===== config.mk =====
export PLATFORM = sky130hd
export DESIGN_NAME = digit_serial_subtractor
export DESIGN_NICKNAME = d
export VERILOG_FILES = /design/src/rtl/digit_serial_subtractor.sv
export SDC_FILE = /design/constraint.sdc
export NUM_CORES = 1
export LEC_CHECK = 0
export CORE_MARGIN = 2
export CORE_UTILIZATION = 55
export CTS_BUF_LIST = sky130_fd_sc_hd__clkbuf_8
export DETAILED_ROUTE_END_ITERATION = 12
export GPL_TIMING_DRIVEN = 0
export PLACE_DENSITY = 0.92
export SLEW_MARGIN = 20
export SYNTH_ARGS = -nofsm -noshare
export SYNTH_HDL_FRONTEND = slang
export SYNTH_SLANG_ARGS = --single-unit

===== constraint.sdc =====
create_clock -name clk -period 5 [get_ports clk]
set_input_delay 0.75 -clock clk [delete_from_list [all_inputs] [get_ports clk]]
set_output_delay 0.75 -clock clk [all_outputs]
set_load 0.02 [all_outputs]

===== src/rtl/digit_serial_subtractor.sv =====
// digit_serial_subtractor
//   Computes diff = a - b - bin (mod 2^N) over K = N/SIZE cycles, one
//   SIZE-bit digit per cycle, LSB digit first. One operation at a time
//   via a start/busy/done handshake; results hold between operations.
//
// Ports
//   clk   : clock, rising edge
//   rst   : asynchronous active-high reset
//   start : launch request, sampled only while busy=0
//   a, b  : N-bit minuend / subtrahend, captured on the accepting edge
//   bin   : borrow-in, captured on the accepting edge
//   busy  : high while digit steps are running
//   done  : one-cycle pulse when diff/bout/ovf are updated
//   diff  : a - b - bin modulo 2^N
//   bout  : borrow-out (unsigned a < b + bin)
//   ovf   : signed overflow of the subtraction
module digit_serial_subtractor #(
    parameter int N    = 32,
    parameter int SIZE = 4
) (
    input  logic         clk,
    input  logic         rst,
    input  logic         start,
    input  logic [N-1:0] a,
    input  logic [N-1:0] b,
    input  logic         bin,
    output logic         busy,
    output logic         done,
    output logic [N-1:0] diff,
    output logic         bout,
    output logic         ovf
);

    localparam int K  = N / SIZE;
    localparam int CW = (K > 1) ? $clog2(K) : 1;

    if ((SIZE < 1) || (SIZE > N) || ((N % SIZE) != 0)) begin : g_bad_params
        $error("digit_serial_subtractor: N must be a positive multiple of SIZE");
    end

    typedef enum logic [1:0] {IDLE, RUN, DONE} state_t;

    state_t          state_q, state_d;
    logic [CW-1:0]   cnt_q, cnt_d;
    logic [N-1:0]    wa_q, wa_d;
    logic [N-1:0]    wb_q, wb_d;
    logic [N-1:0]    wd_q, wd_d;
    logic            borrow_q, borrow_d;
    logic            sa_q, sa_d;
    logic            sb_q, sb_d;
    logic [N-1:0]    diff_q, diff_d;
    logic            bout_q, bout_d;
    logic            ovf_q, ovf_d;
    logic            busy_q, busy_d;
    logic            done_q, done_d;

    // One digit slice: (SIZE+1)-bit result, MSB is the outgoing borrow.
    logic [SIZE:0]   dig;
    logic [N-1:0]    dig_ext;
    logic [N-1:0]    wd_step;
    logic            last_step;

    always_comb begin
        dig       = {1'b0, wa_q[SIZE-1:0]} - {1'b0, wb_q[SIZE-1:0]}
                  - {{SIZE{1'b0}}, borrow_q};
        dig_ext   = N'(dig[SIZE-1:0]);
        // New digit enters at the top; after K steps the first digit
        // has been pushed down to bit 0.
        wd_step   = (wd_q >> SIZE) | (dig_ext << (N - SIZE));
        last_step = (cnt_q == CW'(K - 1));
    end

    always_comb begin
        state_d  = state_q;
        cnt_d    = cnt_q;
        wa_d     = wa_q;
        wb_d     = wb_q;
        wd_d     = wd_q;
        borrow_d = borrow_q;
        sa_d     = sa_q;
        sb_d     = sb_q;
        diff_d   = diff_q;
        bout_d   = bout_q;
        ovf_d    = ovf_q;

        case (state_q)
            RUN: begin
                wa_d     = wa_q >> SIZE;
                wb_d     = wb_q >> SIZE;
                wd_d     = wd_step;
                borrow_d = dig[SIZE];
                if (last_step) begin
                    cnt_d   = '0;
                    state_d = DONE;
                    diff_d  = wd_step;
                    bout_d  = dig[SIZE];
                    ovf_d   = (sa_q != sb_q) && (wd_step[N-1] != sa_q);
                end else begin
                    cnt_d = cnt_q + CW'(1);
                end
            end
            default: begin
                // IDLE and DONE both accept a new operation; DONE
                // otherwise falls back to IDLE after its single cycle.
                if (start) begin
                    state_d  = RUN;
                    cnt_d    = '0;
                    wa_d     = a;
                    wb_d     = b;
                    wd_d     = '0;
                    borrow_d = bin;
                    sa_d     = a[N-1];
                    sb_d     = b[N-1];
                end else begin
                    state_d = IDLE;
                end
            end
        endcase

        busy_d = (state_d == RUN);
        done_d = (state_d == DONE);
    end

    always_ff @(posedge clk or posedge rst) begin
        if (rst) begin
            state_q  <= IDLE;
            cnt_q    <= '0;
            wa_q     <= '0;
            wb_q     <= '0;
            wd_q     <= '0;
            borrow_q <= 1'b0;
            sa_q     <= 1'b0;
            sb_q     <= 1'b0;
            diff_q   <= '0;
            bout_q   <= 1'b0;
            ovf_q    <= 1'b0;
            busy_q   <= 1'b0;
            done_q   <= 1'b0;
        end else begin
            state_q  <= state_d;
            cnt_q    <= cnt_d;
            wa_q     <= wa_d;
            wb_q     <= wb_d;
            wd_q     <= wd_d;
            borrow_q <= borrow_d;
            sa_q     <= sa_d;
            sb_q     <= sb_d;
            diff_q   <= diff_d;
            bout_q   <= bout_d;
            ovf_q    <= ovf_d;
            busy_q   <= busy_d;
            done_q   <= done_d;
        end
    end

    assign busy = busy_q;
    assign done = done_q;
    assign diff = diff_q;
    assign bout = bout_q;
    assign ovf  = ovf_q;

endmodule

# --- Word-level counts from Yosys, hierarchy flattened ---
# Cells that the tools add are included.
totals:
  in_bits: 68
  word_cells: 42
  out_inout_bits: 36
  regBits: 140
classes:
  bitwise: 2
  add_sub_neg: 3
  reduce_logical: 4
  eq_ne: 6
  n_mux: 14
op_table:
  columns: ["operator", "n"]
  rows:
  - ["$mux 32", 6]
  - ["$or 28x32->32", 1]
  - ["$mux 3", 3]
  - ["$sub 4x4->5", 1]
  - ["$sub 5x1->5", 1]
  - ["$eq 2x1->1 const B", 2]
  - ["$mux 2", 2]
  - ["$reduce_and 2->1", 2]
  - ["$add 3x1->3 const B", 1]
  - ["$eq 3x3->1 const B", 1]
  - ["$mux 1", 3]
  - ["$eq 2x2->1 const B", 1]
  - ["$ne 1x1->1", 2]
  - ["$reduce_bool 2->1", 1]
  - ["$logic_and 1x1->1", 1]
  - ["$not 1->1", 1]

# --- Longest topological paths before layout ---
depth:
  word_depth: 5
  ltp_mapped: 8
  ltp_nobuf: 8

# --- Worst setup path after synthesis ---
# No wires, ideal clock.
synth_timing:
  path_kind: "reg-to-reg"
  startpoint: "register wa_q[0]"
  endpoint: "register bout_q, in the netlist bout"
  path_stages_with_launch: 7
  arrival_ns: 1.752
  n_path_buf: 0
  setup_slack_ns: 3.113
  period_less_slack_ns: 1.887
  path_cell_list: "dfrtp_1 fa_1 fa_1 nand2b_1 a21oi_1 xnor2_1 o21ai_0"
synth_via:
  elab_chain_len: 2
synth_rtl:
  columns: ["item", "line_no", "source"]
  rows:
  - ["from (decl)", "45", "logic [N-1:0] wa_q, wa_d;"]
  - ["from (signal assigned)", "142", "wa_q <= wa_d;"]
  - ["$sub 4x4->5", "64", "dig = {1'b0, wa_q[SIZE-1:0]} - {1'b0, wb_q[SIZE-1:0]}"]
  - ["$sub 5x1->5", "65", "- {{SIZE{1'b0}}, borrow_q};"]
  - ["to (signal assigned)", "149", "bout_q <= bout_d;"]
  - ["to (decl)", "52", "logic bout_q, bout_d;"]
# Every way passes these cells.
# A chain may end at the register's enable or synchronous reset.

# --- Worst setup path in the final report ---
layout_timing:
  startpoint: "register diff_q[31], in the netlist diff[31]"
  endpoint: "output port diff[31]"
layout_lines:
  columns: ["item", "line_no", "source"]
  rows:
  - ["from (decl)", "51", "logic [N-1:0] diff_q, diff_d;"]
  - ["from (signal assigned)", "148", "diff_q <= diff_d;"]
  - ["to (decl)", "29", "output logic [N-1:0] diff,"]
# No word-level cell between the ends.

==> impl_metrics.py <==
metrics = {
    "timing": {
        "tightestPinTransition_ns": 0.419,
        "period_share_pct": 43.6,
        "fin_crit_ns": 2.18,
        "rsz0062_at_grt": "false",
        "clock-skew-final_ns": 0.0116,
        "slew_headroom_pct": 72.1,
        "setup_violations": 0,
        "max_freq_ghz": 0.458,
        "slew_violations": 0,
        "hold_viol": 0,
    },
    "yosys": {
        "synth_area_per_cell_um2": 11.2,
        "synthCells": 529,
        "ys_warn_count": 0,
        "synthDistinctLibCells": 26,
        "synth_top_area_cell": "dfrtp_1",
        "synth_area_leaders": "dfrtp_1, mux2i_1, nand2_1, mux2_2, o21ai_0",
        "yosysTopAreaCellShare_pct": 57.5,
        "netlist_area_um2": 5920,
        "synth-seq-cells": 136,
        "seq_area_frac_synth_pct": 57.5,
        "synth_nets": 607,
    },
    "cts": {
        "clockBufferDepth": 2,
        "htree_levels": 4,
        "clk_latency_ns": 0.42,
        "postCtsResizedCells": 0,
        "clock-sinks": 136,
        "cts_buffers": 17,
        "cts_hold_buf": 0,
        "post_cts_buffers": 0,
        "cts_tree": "done",
        "cts_root_buf": "clkbuf_8",
        "clk_pin_slew_ns": 0.08,
    },
    "layout": {
        "antenna_cells": 0,
        "finalNonFillerCells": 798,
        "final_cell_mix": "dfrtp_1, nand2_1, clkdlybuf4s50_1, o21ai_0, mux2i_1",
        "post-route-cell-area_um2": 7540,
        "area_growth_pct": 27.3,
        "drive_gt1_share_pct": 13.3,
        "mostFrequentLayoutCell": "dfrtp_1",
        "nNetsFinal": 729,
    },
    "setup_path": {
        "worst-r2r-setup-slack_ns": 2.89,
        "required_ns": 4.25,
        "rr_endpoint": "bout",
        "critPathKind": "reg -> out",
        "path_cells": "clkdlybuf4s50_1",
        "cp.arrival_ns": 1.43,
        "cp_num_cells": 1,
        "crit_path_max_incr_delay_ns": 0.62,
        "cp_slowest_cell": "clkdlybuf4s50_1",
        "cp_top_family": "buffers and inverters",
        "r2r_cells": 6,
        "cp_max_fo": 2,
        "critPathLaunchType": "flop",
        "r2r-start": "wa_q[0]",
        "end_kind": "output port",
        "path_buf_inv": 1,
    },
    "job": {
        "drv_cap": 0,
    },
    "global_route": {
        "grt_pass1_wl_mm": 22.4,
        "grt_overflow": 0,
        "grt_max_degree": 88,
        "grtUsageTotal_pct": 25.1,
        "antenna_found_initial": 0,
        "grt_pass1_vias": 4619,
    },
    "placed_design": {
        "dp_hpwl_mm": 9.85,
        "gp_congestion": 0.815,
        "dp_cells": 768,
        "portBuffers": 102,
        "place_area_um2": 7150,
    },
    "detailed_routing": {
        "m1WireLength_mm": 5.42,
        "drc": 0,
        "wl_per_cell_um": 16.7,
        "antenna_left": 0,
        "route.met3.wl_um": 731,
        "routed_wl_mm": 13.3,
        "drt_iter0_markers": 215,
        "vias": 4428,
        "viasPerCell": 5.55,
        "top_layer_used": "met4",
        "dr.pass1.iters": 5,
        "wl_met2_mm": 6.94,
    },
    "hold_path": {
        "hold-path-cell-count": 2,
        "min_to": "wa_q[10]",
        "hp-start": "wa_q[14]",
        "hold_path_class": "reg -> reg",
    },
    "floorplan": {
        "fp.dieArea_um2": 11600,
        "core-area_um2": 10400,
        "die_w_um": 108,
        "ios": 104,
        "start_util_pct": 57.1,
        "rows": 37,
        "fp.dieH_um": 108,
    },
    "power": {
        "vdd_drop_max_mv": 0.365,
        "power_density_nw_per_um2": 610,
        "power.leakage_nw": 3.60,
    },
    "outcome": {
        "status": "finished clean",
    },
}
routing by layer:
metal  track usage [%]  up-vias
met2              43.5      166
met3              6.30       22
met5                 0        -
li1                  -     2030
met1              31.1     2210
met4              7.33        0
flip-flops by register name, indices dropped and copies added, names as in the netlist, 2 cells and up:
register  flops
wd_q         28
wa_q         32
diff         32
cnt_q         3
state_q       2
wb_q         32
how the worst max path moves through the flow:
| stage | from | end | slack [ns] |
|---|---|---|---|
| floorplan | rst | borrow_q | 0.61 |
| global placement | rst | wb_q[17] | -0.99 |
| detailed placement | wa_q[0] | bout | 2.88 |
| CTS | diff[27] | diff[27] | 2.81 |
| global route | wa_q[0] | ovf | 2.76 |
| finish | diff[31] | diff[31] | 2.82 |
final cells by class:
| type | instances | area [um^2] |
|---|---|---|
| clock inverter | 13 | 159 |
| fill | 711 | 2830 |
| inverter | 11 | 48.8 |
| tap | 136 | 170 |
| sequential | 136 | 3400 |
| multi-input combinational | 347 | 2300 |
| buffer | 35 | 176 |
| timing repair buffer | 103 | 1050 |
| clock buffer | 17 | 234 |
metrics by stage:
stage | worst slack (ns) | util, % | hold WS, ns | setup TNS [ns] | total power (W)
finish | 2.82 | 72.7 | 0.481 | 0 | 0.00460
global route | 2.76 | 72.7 | 0.510 | 0 | 0.00492
CTS | 2.81 | 72.7 | 0.482 | 0 | 0.00462
detailed placement | 2.88 | 68.9 | 0.464 | 0 | 0.00371
global placement | -0.991 | 68.6 | 0.458 | -133.98 | 0.00356
floorplan | 0.611 | - | 0.449 | 0 | 0.00297
power by group:
part	internal [W]	switching (W)	total (W)
combinational	0.000806	0.00102	0.00182
clock	0.000485	0.000414	0.000900
sequential	0.00157	0.000305	0.00188
total	0.00286	0.00173	0.00460
Yosys cell counts, drive strengths merged:
master,number
dfrtp,136
nand2,118
o21ai,65
mux2i,64
nand3b,32
mux2,31
buf,25
inv,11
nor2,11
clkbuf,10
ha,8
xnor2,3
a21oi,2
fa,2
nand2b,2
a21boi,1
and2b,1
and3b,1
nor2b,1
nor3b,1
o211a,1
o211ai,1
o31ai,1
or2,1
cell families (layout without fill, tap and decap cells):
logic type / after synthesis / in the layout / synth area share (%)
multiplexers: 95 / 95 / 16.7
flip-flops: 136 / 136 / 57.5
buffers and inverters: 46 / 179 / 3.68
XOR/XNOR: 3 / 3 / 0.444
AND/OR/NAND/NOR: 168 / 168 / 13.1
adder cells (fa/ha/maj): 10 / 10 / 2.37
AO/OA/AOI/OAI: 71 / 71 / 6.21
(Power assumes the default switching activity.)
==> patch: new RTL, config.mk and constraints unchanged <==
Register the output `ovf` once more, with the module's reset; this adds one clock of latency there. The other outputs are not delayed to match. Comments in the files are not updated.
--- a/src/rtl/digit_serial_subtractor.sv
+++ b/src/rtl/digit_serial_subtractor.sv
@@ -157,6 +157,12 @@
     assign done = done_q;
     assign diff = diff_q;
     assign bout = bout_q;
-    assign ovf  = ovf_q;
+    always_ff @(posedge clk or posedge rst) begin
+        if (rst) begin
+            ovf <= '0;
+        end else begin
+            ovf <= ovf_q;
+        end
+    end
 
 endmodule
Function: changed (a bounded check fails within 10 cycles, from zero or initial values and one cycle with rst high).
==> patch against the unedited design <==
  * Global-route usage decreased by 0.58 points
  * Sequential power about the same
  * Wire length is 0.93% lower
  * Power rose by 1.6%
  * Via count shrank 1.5%
  * Cell count grew 0.38%
  * Sequential share of layout area barely moved
  * Setup slack worse by 0.015 ns
  * Design area increased by 0.85%
  * Sequential cell count increased by 1
  * Hold slack worse by 0.084 ns
  * Synthesized area is 0.42% higher
  * Highest routed layer unchanged
==> patch: results (changes against the unedited design) <==
- The number of nets at the end of the flow was 730 (was 729).
- The first-pass iteration count of the detailed router was 4 (was 5).
- The peak supply drop came to 318 uV (was 365 uV).
- The power density over cell area was 615 nW/um^2 (was 610 nW/um^2).
- Fraction of layout instances using a drive strength above 1: 13.7% (was 13.3%)
- Detail Placement HPWL: 9400 um (was 9850 um)
- The post-synthesis area per instance was 11.2 um^2 (about the same).
- Skew-Pair Late Insertion Delay: 0.44 ns (was 0.42 ns)
* Post-DP Area: 7170 um^2 (was 7150 um^2)
- The detailed-route wire length was 13200 um (was 13300 um).
- Run status: completed (unchanged)
* Final worst hold slack: 0.397 ns (was 0.481 ns)
* Number of cells after detailed placement: 769 (was 768)
- After clock tree synthesis, the clock-pin slew on the worst setup and hold paths is 0.07 ns.
- Skew final: 0.00827 ns (was 0.0116 ns)
* Sequential-to-total area share from yosys stat: 57.7% (was 57.5%)
- The total global routing track utilization was 24.5% (was 25.1%).
- The maximum number of pins on one net before global-route repair was 100 (was 88).
* Leakage power total: 3.63 nW (was 3.60 nW)
- Beginning of the critical path: diff[29] (was diff[31])
* Post-Place Setup Slack: 2.88 ns (about the same)
* Cell-internal power: 2.94 mW (was 2.86 mW)
- The via-per-instance ratio is 5.45 (was 5.55).
- Worst slew slack as a fraction of its limit: 67.5% (was 72.1%)
- The power dissipated in the clock network was 0.971 mW (was 0.900 mW).
- Share of power burned in registers: 40.1% (was 40.8%)
* Number of distinct library cells after synthesis: 26 (unchanged)
* Most area-consuming cells after synthesis: sky130_fd_sc_hd__dfrtp_1 58%, sky130_fd_sc_hd__mux2i_1 11%, sky130_fd_sc_hd__nand2_1 7.4%, sky130_fd_sc_hd__mux2_2 5.9%, sky130_fd_sc_hd__o21ai_0 5.5% (was sky130_fd_sc_hd__dfrtp_1 57%, sky130_fd_sc_hd__mux2i_1 11%, sky130_fd_sc_hd__nand2_1 7.5%, sky130_fd_sc_hd__mux2_2 5.9%, sky130_fd_sc_hd__o21ai_0 5.5%)
* Hold Path Origin: ovf_q (was wa_q[14])
* Worst endpoint data arrival time: 1.45 ns (was 1.43 ns)
- Commonest cells in the synthesized netlist: 137 x sky130_fd_sc_hd__dfrtp_1, 118 x sky130_fd_sc_hd__nand2_1, 65 x sky130_fd_sc_hd__o21ai_0 (was 136 x sky130_fd_sc_hd__dfrtp_1, 118 x sky130_fd_sc_hd__nand2_1, 65 x sky130_fd_sc_hd__o21ai_0)
* Routed WL per cell: 16.5 um (was 16.7 um)
- Syn nets: 608 (was 607)
patch: changes by cell type in the layout (fill, tap and decap cells not counted), sizes merged:
cell    delta
clkinv     -2
dfrtp      +1
clkbuf     +4
patch: worst paths after layout:
check                           endpoint  slack [ns]  cells after the start
worst max-delay path            diff[29]        2.80                      1
worst min register to register       ovf        0.40                      0
min in group asynchronous       wa_q[20]        0.68                      2
max in group asynchronous       diff[23]        3.56                      3
worst max register to register      bout        2.88                      6
worst min-delay path                 ovf        0.40                      0
patch: routing by layer:
layer | up-vias | GRT usage (%) | routed length [um] | part of all wire, %
met4 | 0 | 7.97 | 195 | 1.5
met2 | 130 | 40.7 | 6670 | 51
li1 | 2032 | - | - | -
met3 | 20 | 7.78 | 747 | 5.7
met5 | - | 0 | 0 | 0
met1 | 2181 | 30.8 | 5600 | 42
patch: final cells by class:
cell class	count	area, um^2
buffer	35	176
clock buffer	21	289
clock inverter	11	143
fill	708	2810
inverter	11	48.8
multi-input combinational	347	2300
sequential	137	3430
tap	136	170
timing repair buffer	103	1050
patch: worst register-to-register path, cell delays in order, from the launching register on:
cell                       delay, ns
sky130_fd_sc_hd__dfrtp_1        0.40
sky130_fd_sc_hd__fa_1           0.48
sky130_fd_sc_hd__fa_1           0.43
sky130_fd_sc_hd__nand2b_1       0.17
sky130_fd_sc_hd__a21oi_1        0.19
sky130_fd_sc_hd__xnor2_1        0.19
sky130_fd_sc_hd__o21ai_0        0.11
patch: cells by family after synthesis:
family | after synthesis | share of synthesized area [%]
mux | 95 | 16.6
simple gates | 168 | 13.0
buf+inv | 46 | 3.66
xor+xnor | 3 | 0.442
fa+ha+maj | 10 | 2.36
flops | 137 | 57.7
compound gates | 71 | 6.19
